==> src/rtl/ctrl_pipe_hazard_pkg.sv <==
// Shared widths, control-bundle layout, stage-register types and forward-select codes.
// No logic or latency of its own.
// No flow control; imported by the hazard/forwarding pipe and its interface.
package ctrl_pipe_hazard_pkg;

  localparam int REG_ADDR_W = 5;
  localparam int ALUOP_W    = 2;
  localparam int CTRL_W     = 6 + ALUOP_W;
  localparam int EX_CTRL_W  = 1 + ALUOP_W + 1;

  // Bit positions inside the packed control bundle, MSB first.
  localparam int RW       = CTRL_W - 1;
  localparam int M2R      = CTRL_W - 2;
  localparam int MW       = CTRL_W - 3;
  localparam int MR       = CTRL_W - 4;
  localparam int ASRC     = CTRL_W - 5;
  localparam int ALUOP_HI = ALUOP_W;
  localparam int ALUOP_LO = 1;
  localparam int RDST     = 0;

  // Operand-source select encodings for the EX stage.
  localparam logic [1:0] FWD_RF  = 2'b00;
  localparam logic [1:0] FWD_WB  = 2'b01;
  localparam logic [1:0] FWD_MEM = 2'b10;

  typedef logic [REG_ADDR_W-1:0] reg_addr_t;

  // Same layout as the raw bundle, so a plain cast maps bits to fields.
  typedef struct packed {
    logic               rw;
    logic               m2r;
    logic               mw;
    logic               mr;
    logic               asrc;
    logic [ALUOP_W-1:0] aluop;
    logic               rdst;
  } ctrl_t;

  typedef struct packed {
    ctrl_t     ctrl;
    reg_addr_t rs;
    reg_addr_t rt;
    reg_addr_t rd;
  } idex_t;

  typedef struct packed {
    logic      rw;
    logic      m2r;
    logic      mw;
    logic      mr;
    reg_addr_t dst;
  } exmem_t;

  typedef struct packed {
    logic      rw;
    logic      m2r;
    reg_addr_t dst;
  } memwb_t;

  // A destination only counts as a producer when it is not the hardwired zero register.
  function automatic logic reg_hit(input reg_addr_t dst, input reg_addr_t src);
    return (dst != '0) && (dst == src);
  endfunction

endpackage

==> src/rtl/ctrl_pipe_hazard_if.sv <==
// Control bundle between the ID-stage controller (master) and the hazard pipe (slave).
// Purely wires; outputs of the slave are combinational from its stage registers.
// No handshake: the slave throttles fetch through pc_write_o / ifid_write_o.
interface ctrl_pipe_hazard_if;
  import ctrl_pipe_hazard_pkg::*;

  logic [CTRL_W-1:0]     id_ctrl_i;
  logic                  id_branch_i;
  logic                  branch_or_not_i;
  reg_addr_t             id_rs_i;
  reg_addr_t             id_rt_i;
  reg_addr_t             id_rd_i;

  logic                  pc_write_o;
  logic                  ifid_write_o;
  logic                  ifid_flush_o;
  logic [EX_CTRL_W-1:0]  ex_ctrl_o;
  logic [1:0]            mem_ctrl_o;
  logic [1:0]            wb_ctrl_o;
  reg_addr_t             wb_dst_o;
  logic [1:0]            fwd_a_o;
  logic [1:0]            fwd_b_o;
  logic                  fwd_id_a_o;
  logic                  fwd_id_b_o;

  modport master (
    output id_ctrl_i, id_branch_i, branch_or_not_i, id_rs_i, id_rt_i, id_rd_i,
    input  pc_write_o, ifid_write_o, ifid_flush_o, ex_ctrl_o, mem_ctrl_o,
           wb_ctrl_o, wb_dst_o, fwd_a_o, fwd_b_o, fwd_id_a_o, fwd_id_b_o
  );

  modport slave (
    input  id_ctrl_i, id_branch_i, branch_or_not_i, id_rs_i, id_rt_i, id_rd_i,
    output pc_write_o, ifid_write_o, ifid_flush_o, ex_ctrl_o, mem_ctrl_o,
           wb_ctrl_o, wb_dst_o, fwd_a_o, fwd_b_o, fwd_id_a_o, fwd_id_b_o
  );

endinterface

==> src/rtl/ctrl_pipe_hazard_hazard_fwd_unit.sv <==
// Stall, flush and forwarding-select decode for the 5-stage pipe with branch resolved in ID.
// Latency 0: purely combinational from stage-register contents and ID fields.
// Produces the stall that holds PC and IF/ID; accepts no backpressure itself.
module hazard_fwd_unit
  import ctrl_pipe_hazard_pkg::*;
(
  input  logic      id_branch,
  input  logic      branch_taken,
  input  reg_addr_t id_rs,
  input  reg_addr_t id_rt,
  input  logic      idex_rw,
  input  logic      idex_mr,
  input  reg_addr_t idex_rs,
  input  reg_addr_t idex_rt,
  input  reg_addr_t ex_dst,
  input  logic      exmem_rw,
  input  logic      exmem_mr,
  input  reg_addr_t exmem_dst,
  input  logic      memwb_rw,
  input  reg_addr_t memwb_dst,
  output logic      stall,
  output logic      flush,
  output logic [1:0] fwd_a,
  output logic [1:0] fwd_b,
  output logic      fwd_id_a,
  output logic      fwd_id_b
);

  logic ex_hit_id;
  logic mem_hit_id;
  logic load_use;
  logic br_after_alu;
  logic br_after_load;

  assign ex_hit_id  = reg_hit(ex_dst, id_rs) || reg_hit(ex_dst, id_rt);
  assign mem_hit_id = reg_hit(exmem_dst, id_rs) || reg_hit(exmem_dst, id_rt);

  // The rt match is applied to every instruction, even ones that do not read rt.
  assign load_use      = idex_mr && ex_hit_id;
  assign br_after_alu  = id_branch && idex_rw && ex_hit_id;
  assign br_after_load = id_branch && exmem_mr && mem_hit_id;

  assign stall = load_use || br_after_alu || br_after_load;

  // A taken decision made on stale compare operands is discarded until the stall clears.
  assign flush = branch_taken && !stall;

  // EX operand selects: the younger producer in EX/MEM wins over MEM/WB.
  always_comb begin
    fwd_a = FWD_RF;
    fwd_b = FWD_RF;
    if (exmem_rw && reg_hit(exmem_dst, idex_rs)) begin
      fwd_a = FWD_MEM;
    end else if (memwb_rw && reg_hit(memwb_dst, idex_rs)) begin
      fwd_a = FWD_WB;
    end
    if (exmem_rw && reg_hit(exmem_dst, idex_rt)) begin
      fwd_b = FWD_MEM;
    end else if (memwb_rw && reg_hit(memwb_dst, idex_rt)) begin
      fwd_b = FWD_WB;
    end
  end

  // ID compare operands can only take an ALU result; load data is not ready yet.
  assign fwd_id_a = exmem_rw && !exmem_mr && reg_hit(exmem_dst, id_rs);
  assign fwd_id_b = exmem_rw && !exmem_mr && reg_hit(exmem_dst, id_rt);

endmodule

==> src/rtl/ctrl_pipe_hazard.sv <==
// Carries ID control through ID/EX, EX/MEM, MEM/WB and drives stall/flush/forward selects.
// One cycle per stage; all outputs combinational from stage registers and ID inputs.
// On a hazard holds PC and IF/ID and inserts an all-zero bubble into ID/EX.
module ctrl_pipe_hazard
  import ctrl_pipe_hazard_pkg::*;
(
  input  logic            clk_i,
  input  logic            rst_i,
  ctrl_pipe_hazard_if.slave bus
);

  idex_t     idex;
  exmem_t    exmem;
  memwb_t    memwb;
  ctrl_t     id_ctrl;
  reg_addr_t ex_dst;
  logic      stall;
  logic      flush;

  assign id_ctrl = ctrl_t'(bus.id_ctrl_i);
  assign ex_dst  = idex.ctrl.rdst ? idex.rd : idex.rt;

  hazard_fwd_unit u_hazard_fwd (
    .id_branch    (bus.id_branch_i),
    .branch_taken (bus.branch_or_not_i),
    .id_rs        (bus.id_rs_i),
    .id_rt        (bus.id_rt_i),
    .idex_rw      (idex.ctrl.rw),
    .idex_mr      (idex.ctrl.mr),
    .idex_rs      (idex.rs),
    .idex_rt      (idex.rt),
    .ex_dst       (ex_dst),
    .exmem_rw     (exmem.rw),
    .exmem_mr     (exmem.mr),
    .exmem_dst    (exmem.dst),
    .memwb_rw     (memwb.rw),
    .memwb_dst    (memwb.dst),
    .stall        (stall),
    .flush        (flush),
    .fwd_a        (bus.fwd_a_o),
    .fwd_b        (bus.fwd_b_o),
    .fwd_id_a     (bus.fwd_id_a_o),
    .fwd_id_b     (bus.fwd_id_b_o)
  );

  // Advance the three stage registers every cycle; a stall replaces the ID/EX load with a bubble.
  always_ff @(posedge clk_i) begin
    if (rst_i) begin
      idex  <= '0;
      exmem <= '0;
      memwb <= '0;
    end else begin
      if (stall) begin
        idex <= '0;
      end else begin
        idex.ctrl <= id_ctrl;
        idex.rs   <= bus.id_rs_i;
        idex.rt   <= bus.id_rt_i;
        idex.rd   <= bus.id_rd_i;
      end
      exmem.rw  <= idex.ctrl.rw;
      exmem.m2r <= idex.ctrl.m2r;
      exmem.mw  <= idex.ctrl.mw;
      exmem.mr  <= idex.ctrl.mr;
      exmem.dst <= ex_dst;
      memwb.rw  <= exmem.rw;
      memwb.m2r <= exmem.m2r;
      memwb.dst <= exmem.dst;
    end
  end

  // Reset holds fetch and keeps IF/ID cleared regardless of hazard state.
  assign bus.pc_write_o   = !rst_i && !stall;
  assign bus.ifid_write_o = !rst_i && !stall;
  assign bus.ifid_flush_o = rst_i || flush;

  assign bus.ex_ctrl_o  = {idex.ctrl.asrc, idex.ctrl.aluop, idex.ctrl.rdst};
  assign bus.mem_ctrl_o = {exmem.mw, exmem.mr};
  assign bus.wb_ctrl_o  = {memwb.rw, memwb.m2r};
  assign bus.wb_dst_o   = memwb.dst;

endmodule

==> src/flat_wrapper.sv <==
// flat-port wrapper written by rule: the top's interface ports become plain ports
module ctrl_pipe_hazard_flat import ctrl_pipe_hazard_pkg::*;
  (clk_i, rst_i, bus_id_ctrl_i, bus_id_branch_i, bus_branch_or_not_i, bus_id_rs_i, bus_id_rt_i, bus_id_rd_i, bus_pc_write_o, bus_ifid_write_o, bus_ifid_flush_o, bus_ex_ctrl_o, bus_mem_ctrl_o, bus_wb_ctrl_o, bus_wb_dst_o, bus_fwd_a_o, bus_fwd_b_o, bus_fwd_id_a_o, bus_fwd_id_b_o);
  ctrl_pipe_hazard_if bus_i ();
  input  logic clk_i;
  input  logic rst_i;
  input wire logic [$bits(bus_i.id_ctrl_i)-1:0] bus_id_ctrl_i;
  input wire logic [$bits(bus_i.id_branch_i)-1:0] bus_id_branch_i;
  input wire logic [$bits(bus_i.branch_or_not_i)-1:0] bus_branch_or_not_i;
  input wire logic [$bits(bus_i.id_rs_i)-1:0] bus_id_rs_i;
  input wire logic [$bits(bus_i.id_rt_i)-1:0] bus_id_rt_i;
  input wire logic [$bits(bus_i.id_rd_i)-1:0] bus_id_rd_i;
  output wire logic [$bits(bus_i.pc_write_o)-1:0] bus_pc_write_o;
  output wire logic [$bits(bus_i.ifid_write_o)-1:0] bus_ifid_write_o;
  output wire logic [$bits(bus_i.ifid_flush_o)-1:0] bus_ifid_flush_o;
  output wire logic [$bits(bus_i.ex_ctrl_o)-1:0] bus_ex_ctrl_o;
  output wire logic [$bits(bus_i.mem_ctrl_o)-1:0] bus_mem_ctrl_o;
  output wire logic [$bits(bus_i.wb_ctrl_o)-1:0] bus_wb_ctrl_o;
  output wire logic [$bits(bus_i.wb_dst_o)-1:0] bus_wb_dst_o;
  output wire logic [$bits(bus_i.fwd_a_o)-1:0] bus_fwd_a_o;
  output wire logic [$bits(bus_i.fwd_b_o)-1:0] bus_fwd_b_o;
  output wire logic [$bits(bus_i.fwd_id_a_o)-1:0] bus_fwd_id_a_o;
  output wire logic [$bits(bus_i.fwd_id_b_o)-1:0] bus_fwd_id_b_o;
  assign bus_i.id_ctrl_i = bus_id_ctrl_i;
  assign bus_i.id_branch_i = bus_id_branch_i;
  assign bus_i.branch_or_not_i = bus_branch_or_not_i;
  assign bus_i.id_rs_i = bus_id_rs_i;
  assign bus_i.id_rt_i = bus_id_rt_i;
  assign bus_i.id_rd_i = bus_id_rd_i;
  assign bus_pc_write_o = bus_i.pc_write_o;
  assign bus_ifid_write_o = bus_i.ifid_write_o;
  assign bus_ifid_flush_o = bus_i.ifid_flush_o;
  assign bus_ex_ctrl_o = bus_i.ex_ctrl_o;
  assign bus_mem_ctrl_o = bus_i.mem_ctrl_o;
  assign bus_wb_ctrl_o = bus_i.wb_ctrl_o;
  assign bus_wb_dst_o = bus_i.wb_dst_o;
  assign bus_fwd_a_o = bus_i.fwd_a_o;
  assign bus_fwd_b_o = bus_i.fwd_b_o;
  assign bus_fwd_id_a_o = bus_i.fwd_id_a_o;
  assign bus_fwd_id_b_o = bus_i.fwd_id_b_o;
  ctrl_pipe_hazard u_core (.clk_i(clk_i), .rst_i(rst_i), .bus(bus_i));
endmodule
==> config.mk <==
export PLATFORM = sky130hd
export DESIGN_NAME = ctrl_pipe_hazard_flat
export DESIGN_NICKNAME = d
export VERILOG_FILES = /design/src/rtl/ctrl_pipe_hazard_pkg.sv /design/src/rtl/ctrl_pipe_hazard_if.sv /design/src/rtl/ctrl_pipe_hazard_hazard_fwd_unit.sv /design/src/rtl/ctrl_pipe_hazard.sv /design/src/flat_wrapper.sv
export SDC_FILE = /design/constraint.sdc
export NUM_CORES = 1
export LEC_CHECK = 0
export BUFFER_PORTS_ARGS = -buffer_cell sky130_fd_sc_hd__buf_2
export CORE_MARGIN = 3
export CORE_UTILIZATION = 45
export CTS_CLUSTER_DIAMETER = 30
export DETAILED_ROUTE_END_ITERATION = 16
export PLACE_DENSITY = 0.75
export SLEW_MARGIN = 20
export SYNTH_ARGS = -nofsm -noshare
export SYNTH_HDL_FRONTEND = slang
export SYNTH_HIERARCHICAL = 1
export SYNTH_SLANG_ARGS = --single-unit
==> constraint.sdc <==
create_clock -name clk_i -period 3.4 [get_ports clk_i]
set_input_delay 0 -clock clk_i [delete_from_list [all_inputs] [get_ports clk_i]]
set_output_delay 0 -clock clk_i [all_outputs]
set_load 0.01 [all_outputs]
==> results of run 1 <==
## where the power goes
group	internal, mW	switching, mW
sequential	0.481	0.0235
clock	0.140	0.153
combinational	0.0872	0.0629
total	0.709	0.239
## synthesized netlist by cell type (2+ instances only)
master | count | area (sq um)
xor2_1 | 22 | 192.7
xnor2_1 | 18 | 157.7
a21oi_1 | 2 | 10.01
nor4_1 | 4 | 25.02
buf_4 | 9 | 67.56
o21ai_0 | 2 | 10.01
nor4_2 | 2 | 25.02
buf_6 | 4 | 45.04
mux2_2 | 5 | 56.30
dfxtp_1 | 39 | 780.8
nand3_1 | 6 | 30.03
nor3_1 | 3 | 15.01
buf_2 | 2 | 10.01
nor2b_1 | 14 | 87.58
and2_1 | 21 | 131.4
and2_4 | 2 | 17.52
and2b_1 | 2 | 15.01
or4_1 | 3 | 22.52
## worst min-delay path by stage
stage,start,cells after the start,end
after floorplan,rst_i,1,u_core/bus.mem_ctrl_o[0]
after global placement,bus_id_ctrl_i[3],2,u_core/bus.ex_ctrl_o[3]
after detailed placement,bus_id_rd_i[3],2,u_core/idex[3]
after CTS,rst_i,2,u_core/bus.mem_ctrl_o[0]
after global routing,rst_i,2,u_core/exmem[2]
final,rst_i,2,u_core/bus.wb_ctrl_o[0]
## final cells by class
class                           instances  area share, %
Multi-Input combinational cell        117          38.67
Clock inverter                          3         0.6601
Timing Repair Buffer                   71          20.68
Clock buffer                            5          3.025
Sequential cell                        39          34.32
Tap cell                               48          2.640
## layer usage
layer | vias up | wire length, um | global-route usage (%)
met5 | - | 0 | 0
met4 | 0 | 37 | 5.109
met3 | 4 | 221 | 5.348
met2 | 45 | 1825 | 29.76
met1 | 594 | 1598 | 19.50
li1 | 672 | - | -
## registers in the layout (all words and copies together), names as in the netlist
signal and count:
u_core/bus.wb_dst_o 5, u_core/bus.wb_ctrl_o 2, u_core/exmem 7, u_core/bus.ex_ctrl_o 4, u_core/bus.mem_ctrl_o 2, u_core/idex 19
## metrics by stage
| stage | setup WS [ns] | util [%] | power (mW) | hold WS [ns] | std cells |
|---|---|---|---|---|---|
| floorplan | 1.529 | - | 0.6112 | 0.07161 | 171 |
| global placement | 1.228 | 52.37 | 0.6417 | 0.1993 | 252 |
| detailed placement | 1.194 | 52.37 | 0.6444 | 0.2011 | 252 |
| CTS | 0.9264 | 60.76 | 0.9562 | 0.09358 | 283 |
| global route | 0.7587 | 60.76 | 0.9924 | 0.1106 | 283 |
| finish | 0.9466 | 60.76 | 0.9476 | 0.09835 | 283 |
## worst reg2reg max path, stage by stage, from the launching register on
cell and delay [ns]:
dfxtp_1 0.47, mux2_2 0.42, xnor2_1 0.14, nand3_1 0.08, nor3_1 0.06, o21ai_0 0.27
nand2_1 0.14, nor2_4 0.35, and2_4 0.21
## what timing repair did
action                                 4_1_cts  5_1_grt
gates resized for setup                      0        0
hold buffers                                23        0
endpoints found under the hold margin       23        0
## cells by family (layout without fill, tap and decap cells)
family          Yosys count  after routing  share of synthesized area [%]
xor+xnor                 40             40                          19.65
mux                       5              5                          3.158
simple gates             66             66                          24.49
compound gates            6              6                          2.035
buf+inv                  15             79                          6.877
flops                    39             39                          43.79
==> reports/qor.txt, run 1 <==
Status: finished, final reports clean
Grt ovf: 0
Final worst path period need: 2.453 ns
Worst-path clk slew: 0.07 ns
Synth Register Bits: 39
Multi-input gate area: 879.6 sq um
I/O pin cnt: 49
Number of CTS-inserted buffers: 5
Final setup TNS: 0 ns
H-tree Lvls: 2
CP endpoint: bus_pc_write_o
Number of synthesized flops with an enable pin: 0
Cell variety after synth: 29
WP data required: 3.40 ns
Ant diodes: 0
Reg2reg setup slack: 1.20 ns
Slew Limit Fails: 0
Final Skew: 0.003716 ns
Register area: 780.7 sq um
Slowest-stage cell, CP: dfxtp_1
Vias: 1315
Peak VDD IR: 0.2984 mV
Worst path buffer plus inverter count: 1
Initial Util: 47.63%
Static Leak: 1.050 nW
RePlAce Congestion: 0.7959
CTS tree: yes
Die H: 68.95 um
Clk_lat worst skew: 0.29 ns
Tcrit/Tclk final: 72.16%
R2R Path Start: u_core/bus.ex_ctrl_o[0]
Total Wirelength: 3.683 mm
Max Freq: 407.6 MHz
Worst path arrival time: 2.45 ns
Syn Area/Cell: 10.43 sq um
Worst-margin pin slew: 0.5084 ns
CTS max path bufs: 2
Commonest non-fill, non-tap cell in the layout: buf_2
Routed WL per cell: 13.01 um
Post-DP Area: 1961 sq um
Final HPWL DP: 2.582 mm
CP Depth: 8
Die area: 4753 sq um
Iteration-0 DRC Markers: 28
Vias per cell: 4.647
# setup viols final: 0
Initial antenna violation count: 0
Crit start category: flip-flop
Share of the yosys chip area belonging to registers: 43.79%
Cells after synthesis: 171
Core ar.: 3744 sq um
Port bufs: 48
Worst Setup End Kind: output pin
Critical path type: flip-flop to output pin
Vias in the first global route: 1311
Max-cap violations: 0
Share of post-route cells with drive strength above 1: 29.79%
Drt drc: 0
Fraction of registers with async set/reset: 0%
Hold WC Path Type: input port to flip-flop
Ys flop type: dfxtp_1
Filler cells: 328
Largest net degree at the start of global routing: 26
Crit. Startpoint: u_core/bus.ex_ctrl_o[0]
Pwr/cell area: 416.6 nW/um^2
Synthesized cell area: 1783 sq um
Final nets: 261
R2r worst-path depth: 8
Cell area after layout: 2275 sq um
Number of routed nets with antenna violations: 0
Synth Warn #: 6
Critical Path Max Stage Delay: 0.47 ns
First-pass GRT wire length: 5.871 mm
Max-slew headroom: 65.79%
# rows: 22
Net count after synthesis: 198
Reg2Reg Capture Point: u_core/idex[5]
Root buffer cell: clkbuf_8
Most frequent cells in the layout: buf_2, dfxtp_1, dlygate4sd3_1
Clk sink count: 39
Pre-antenna DRT Iters: 4
Final hold vios: 0
Crit-path max FO: 25
Postcts setup bufs: 0
Chip width: 68.95 um
CP top delay family: simple AND/OR/NAND/NOR gates
RSZ-0062 raised after global routing: no
P&R area growth vs syn: 27.58%
CP cell instances: mux2_2 > xnor2_1 > nand3_1 > nor3_1 > o21ai_0 > nand2_1 > nor2_4 > buf_2
Gr usage total: 16.93%
Power figures use the tool's default switching activity.
==> inputs of run 2 (changes only) <==
==> constraint.sdc (replaced) <==
create_clock -name clk_i -period 2.3 [get_ports clk_i]
set_input_delay 0 -clock clk_i [delete_from_list [all_inputs] [get_ports clk_i]]
set_output_delay 0 -clock clk_i [all_outputs]
set_load 0.01 [all_outputs]
==> run 2 against run 1 <==
Compared with the run above: global-route usage increased by 1.3 points; sequential share of layout area fell by 0.58 points; flip-flop and latch count did not move; utilization is 1.3 points higher; worst setup slack got worse by 0.86 ns; wire length is 7.2% higher; critical path type unchanged; largest cell class unchanged; highest routed layer unchanged.
==> reports/qor.txt, run 2 (same netlist as run 1, synthesis figures left out) <==
Pre-antenna DRT Iters: 4
Commonest non-fill, non-tap cell in the layout: buf_2
CP endpoint: bus_ifid_flush_o
Max Freq: 452.1 MHz
Biggest register: u_core/idex
Vias: 1375
Number of routed nets with antenna violations: 0
Most frequent cells in the layout: buf_2, dfxtp_1, dlygate4sd3_1, xor2_1, and2_1
Initial antenna violation count: 0
Final HPWL DP: 2.677 mm
Gr usage total: 18.23%
H-tree Lvls: 2
CTS tree: yes
Slew Limit Fails: 0
WP data required: 2.30 ns
Max-cap violations: 0
Largest net degree at the start of global routing: 20
# rows: 22
R2R Path Start: u_core/bus.ex_ctrl_o[0]
I/O pin cnt: 49
Worst path arrival time: 2.21 ns
Worst-margin pin slew: 0.5088 ns
CTS max path bufs: 2
Final Skew: 0.003495 ns
Critical path type: flip-flop to output pin
Total Wirelength: 3.950 mm
Clk sink count: 39
Multi-input gate area: 900.9 sq um
Root buffer cell: clkbuf_8
DP Cell Count: 255
Cell Count, Final, Fillers Out: 288
Tcrit/Tclk final: 96.16%
Die area: 4753 sq um
First-pass GRT wire length: 6.223 mm
Routed WL per cell: 13.72 um
Worst Setup End Kind: output pin
Max-slew headroom: 65.77%
Core ar.: 3744 sq um
Number of CTS-inserted buffers: 5
Vias per cell: 4.774
Ant diodes: 0
Crit-path max FO: 6
Largest register FFs: 19
Peak VDD IR: 0.4931 mV
Worst-path clk slew: 0.07 ns
RePlAce Congestion: 0.7969
Status: finished, final reports clean
Chip width: 68.95 um
Reg2reg setup slack: 0.22 ns
Pwr/cell area: 607.2 nW/um^2
Static Leak: 1.081 nW
Die H: 68.95 um
Share of post-route cells with drive strength above 1: 32.08%
R2r worst-path depth: 9
Vias in the first global route: 1322
P&R area growth vs syn: 30.39%
Post-DP Area: 1983 sq um
Final hold vios: 0
Grt ovf: 0
Clk_lat worst skew: 0.28 ns
Initial Util: 47.63%
# setup viols final: 0
Filler cells: 328
Port bufs: 48
Drt drc: 0
Reg2Reg Capture Point: u_core/bus.ex_ctrl_o[2]
Crit start category: flip-flop
Crit. Startpoint: u_core/bus.ex_ctrl_o[0]
Final nets: 266
Hold WC Path Type: input port to flip-flop
Final worst path period need: 2.212 ns
Iteration-0 DRC Markers: 44
Cell area after layout: 2325 sq um
Register area: 784.5 sq um
[run 2: metal layers]
layer / part of all wire [%] / GRT usage [%] / wire length [um]
met1: 42 / 21.04 / 1640
met2: 51 / 32.38 / 2008
met3: 6.4 / 4.052 / 252
met4: 1.3 / 7.299 / 50
met5: 0 / 0 / 0
[run 2: worst max-delay path, stage by stage (launching register included)]
cell and delay [ns]:
dfxtp_4 0.38, mux2_2 0.39, xnor2_1 0.23, nand3_1 0.13, nor3_1 0.20, o21ai_1 0.09
and3_1 0.18, or2_1 0.20, buf_2 0.14
[run 2: worst min-delay path by stage]
| stage | startpoint | slack, ns | depth (start not counted) | to |
|---|---|---|---|---|
| finish | bus_id_rs_i[4] | 0.007 | 2 | u_core/idex[14] |
| floorplan | rst_i | 0.07 | 1 | u_core/bus.mem_ctrl_o[0] |
| global route | bus_id_rs_i[4] | 0.01 | 2 | u_core/idex[14] |
| detailed placement | bus_id_rd_i[3] | 0.20 | 2 | u_core/idex[3] |
| global placement | bus_id_ctrl_i[3] | 0.20 | 2 | u_core/bus.ex_ctrl_o[3] |
| CTS | bus_id_rs_i[4] | 0.005 | 2 | u_core/idex[14] |
[run 2: area by class of cell]
class | count | area share [%]
multi-input combinational | 118 | 38.75
sequential | 39 | 33.75
timing repair buffer | 75 | 21.42
clock buffer | 7 | 3.283
tap | 48 | 2.583
clock inverter | 1 | 0.2153
[run 2: where the power goes]
group / total (mW) / leakage, nW / switching, mW / internal [mW]
sequential: 0.740 / 0.323 / 0.0290 / 0.711
combinational: 0.244 / 0.715 / 0.106 / 0.137
clock: 0.428 / 0.0422 / 0.215 / 0.212
total: 1.41 / 1.08 / 0.351 / 1.06
[run 2: repair_timing]
action | in CTS | in global routing
setup buffers | 2 | 0
endpoints found under the hold margin | 22 | 0
hold buffers | 22 | 0
resized for setup | 0 | 5
endpoints found under the setup margin | 2 | 26
cloned | 1 | 0
pin swaps | 1 | 0
[run 2: per-stage QoR]
step / util (%) / worst slack (ns) / power, mW / setup TNS (ns) / hold slack (ns)
6_report: 62.10 / 0.08829 / 1.412 / 0 / 0.006882
5_1_grt: 62.10 / -0.03460 / 1.484 / -0.03460 / 0.01277
4_1_cts: 61.60 / 0.003874 / 1.419 / 0 / 0.004810
3_5_place_dp: 52.97 / 0.2194 / 0.9577 / 0 / 0.2011
3_3_place_gp: 52.97 / 0.2452 / 0.9547 / 0 / 0.1995
2_1_floorplan: - / 0.4294 / 0.9035 / 0 / 0.07161
==> inputs of run 3 (changes only) <==
--- a/config.mk
+++ b/config.mk
@@ -10,7 +10,7 @@
 export CORE_UTILIZATION = 45
 export CTS_CLUSTER_DIAMETER = 30
 export DETAILED_ROUTE_END_ITERATION = 16
-export PLACE_DENSITY = 0.75
+export PLACE_DENSITY = 0.7
 export SLEW_MARGIN = 20
 export SYNTH_ARGS = -nofsm -noshare
 export SYNTH_HDL_FRONTEND = slang
==> run 3 against run 2 <==
Compared with the run above: flip-flop and latch count did not move; highest routed layer unchanged; hold slack better by 0.11 ns; critical endpoint unchanged; final cell count increased by 1.0%; largest power group unchanged.
==> reports/qor.txt, run 3 (same netlist as run 1, synthesis figures left out) <==
I/O pin cnt: 49
Grt ovf: 0
Worst-path clk slew: 0.07 ns
Final hold vios: 0
Minimum hold slack: 0.1153 ns
Port bufs: 48
Gr usage total: 17.62%
Worst-margin pin slew: 0.4536 ns
CP cell instances: mux2_2 > xnor2_1 > nand3_1 > nor3_1 > o21ai_1 > and3_1 > or2_1 > buf_2
Chip width: 68.95 um
P&R area growth vs syn: 30.81%
Routed WL per cell: 13.33 um
Max-slew headroom: 69.48%
Grt peak-use layer: met2
First-pass GRT wire length: 5.865 mm
Largest register FFs: 19
CTS max path bufs: 2
Critical path type: flip-flop to output pin
Critical Path Max Stage Delay: 0.40 ns
Share of post-route cells with drive strength above 1: 31.69%
Final nets: 269
Final HPWL DP: 2.627 mm
Hold depth: 2
# setup viols final: 0
M2 GR Usage: 30.24%
RSZ-0062 raised after global routing: no
Number of CTS-inserted buffers: 5
Biggest register: u_core/idex
Slew Limit Fails: 0
Commonest non-fill, non-tap cell in the layout: buf_2
Total Wirelength: 3.879 mm
Cell Count, Final, Fillers Out: 291
CTS tree: yes
Vias per cell: 4.529
Hold_sp: rst_i
Vias in the first global route: 1236
Hold WC Path Type: input port to flip-flop
RePlAce Congestion: 0.7818
Static Leak: 1.083 nW
Crit-path max FO: 6
Worst Setup End Kind: output pin
Crit start category: flip-flop
Number of routed nets with antenna violations: 0
# rows: 22
Tcrit/Tclk final: 92.83%
Die H: 68.95 um
Final setup TNS: 0 ns
Vias: 1318
Die area: 4753 sq um
Hold endpoint: u_core/bus.mem_ctrl_o[0]
Status: finished, final reports clean
Reg2Reg Capture Point: u_core/idex[4]
R2r worst-path depth: 7
Initial Util: 47.63%
Root buffer cell: clkbuf_8
Worst path arrival time: 2.14 ns
Met1 GRT Util: 20.84%
Pre-antenna DRT Iters: 4
Clk sink count: 39
Slowest-stage cell, CP: mux2_2
Iteration-0 DRC Markers: 37
Largest net degree at the start of global routing: 20
Initial antenna violation count: 0
Final worst path period need: 2.135 ns
Clk_lat worst skew: 0.28 ns
Drt drc: 0
Pwr/cell area: 604.7 nW/um^2
Peak VDD IR: 0.4835 mV
DP Cell Count: 256
Max-cap violations: 0
Reg2reg setup slack: 0.21 ns
Met3 GRT Util: 5.348%
Final Skew: 0.003794 ns
Most frequent cells in the layout: buf_2, dfxtp_1, dlygate4sd3_1
Max Freq: 468.4 MHz
R2R Path Start: u_core/exmem[1]
H-tree Lvls: 2
Ant diodes: 0
Final Core Density: 62.30%
Core ar.: 3744 sq um
WP data required: 2.30 ns
[run 3: where the power goes]
part / total [mW] / switching, mW / internal, mW
clock network: 0.427 / 0.215 / 0.212
registers: 0.740 / 0.0285 / 0.712
logic: 0.243 / 0.105 / 0.138
total: 1.41 / 0.348 / 1.06
[run 3: area by class of cell]
class	count	area, sq um
clock buffers	7	76.32
clock inverters	1	5.005
fillers	326	1411
multi-input cells	118	885.9
flip-flops and latches	39	782.0
well taps	48	60.06
repair buffers	78	523.0
[run 3: per-layer routing]
layer | up-vias | share of wire [%]
li1 | 688 | -
met1 | 592 | 42
met2 | 36 | 52
met3 | 2 | 5.4
met4 | 0 | 0.49
met5 | - | 0
[run 3: how the worst max path moves through the flow]
stage / start / endpoint / slack [ns] / depth (start not counted)
final: u_core/bus.ex_ctrl_o[0] / bus_ifid_flush_o / 0.16 / 8
after global routing: u_core/exmem[0] / bus_ifid_flush_o / 0.006 / 7
after CTS: u_core/bus.ex_ctrl_o[0] / bus_ifid_write_o / 0.01 / 8
after detailed placement: u_core/bus.ex_ctrl_o[0] / u_core/idex[5] / 0.21 / 8
after global placement: u_core/bus.ex_ctrl_o[0] / u_core/bus.ex_ctrl_o[0] / 0.24 / 8
after floorplan: u_core/exmem[1] / u_core/idex[2] / 0.43 / 9
[run 3: through the flow]
stage          power [mW]  worst slack (ns)  area [sq um]
5_1_grt             1.476          0.006204          2332
2_1_floorplan      0.9035            0.4294          1783
3_5_place_dp       0.9592            0.2092          1991
6_report            1.410            0.1649          2332
3_3_place_gp       0.9572            0.2438          1991
4_1_cts             1.416           0.01158          2308
[run 3: worst max-delay path: cells and delay by family, from the launching register on]
kind            cells  cell delay, ns
xor+xnor            1            0.17
compound gates      1            0.11
mux                 1            0.40
simple gates        4            0.65
flops               1            0.39
buf+inv             1            0.13
[run 3: repair_timing]
action | CTS | global route
pin swaps | 1 | 1
setup endpoints to repair | 2 | 15
gates cloned | 1 | 0
hold buffers | 23 | 0
resized for setup | 0 | 2
buffers inserted | 0 | 3
endpoints found under the hold margin | 23 | 0
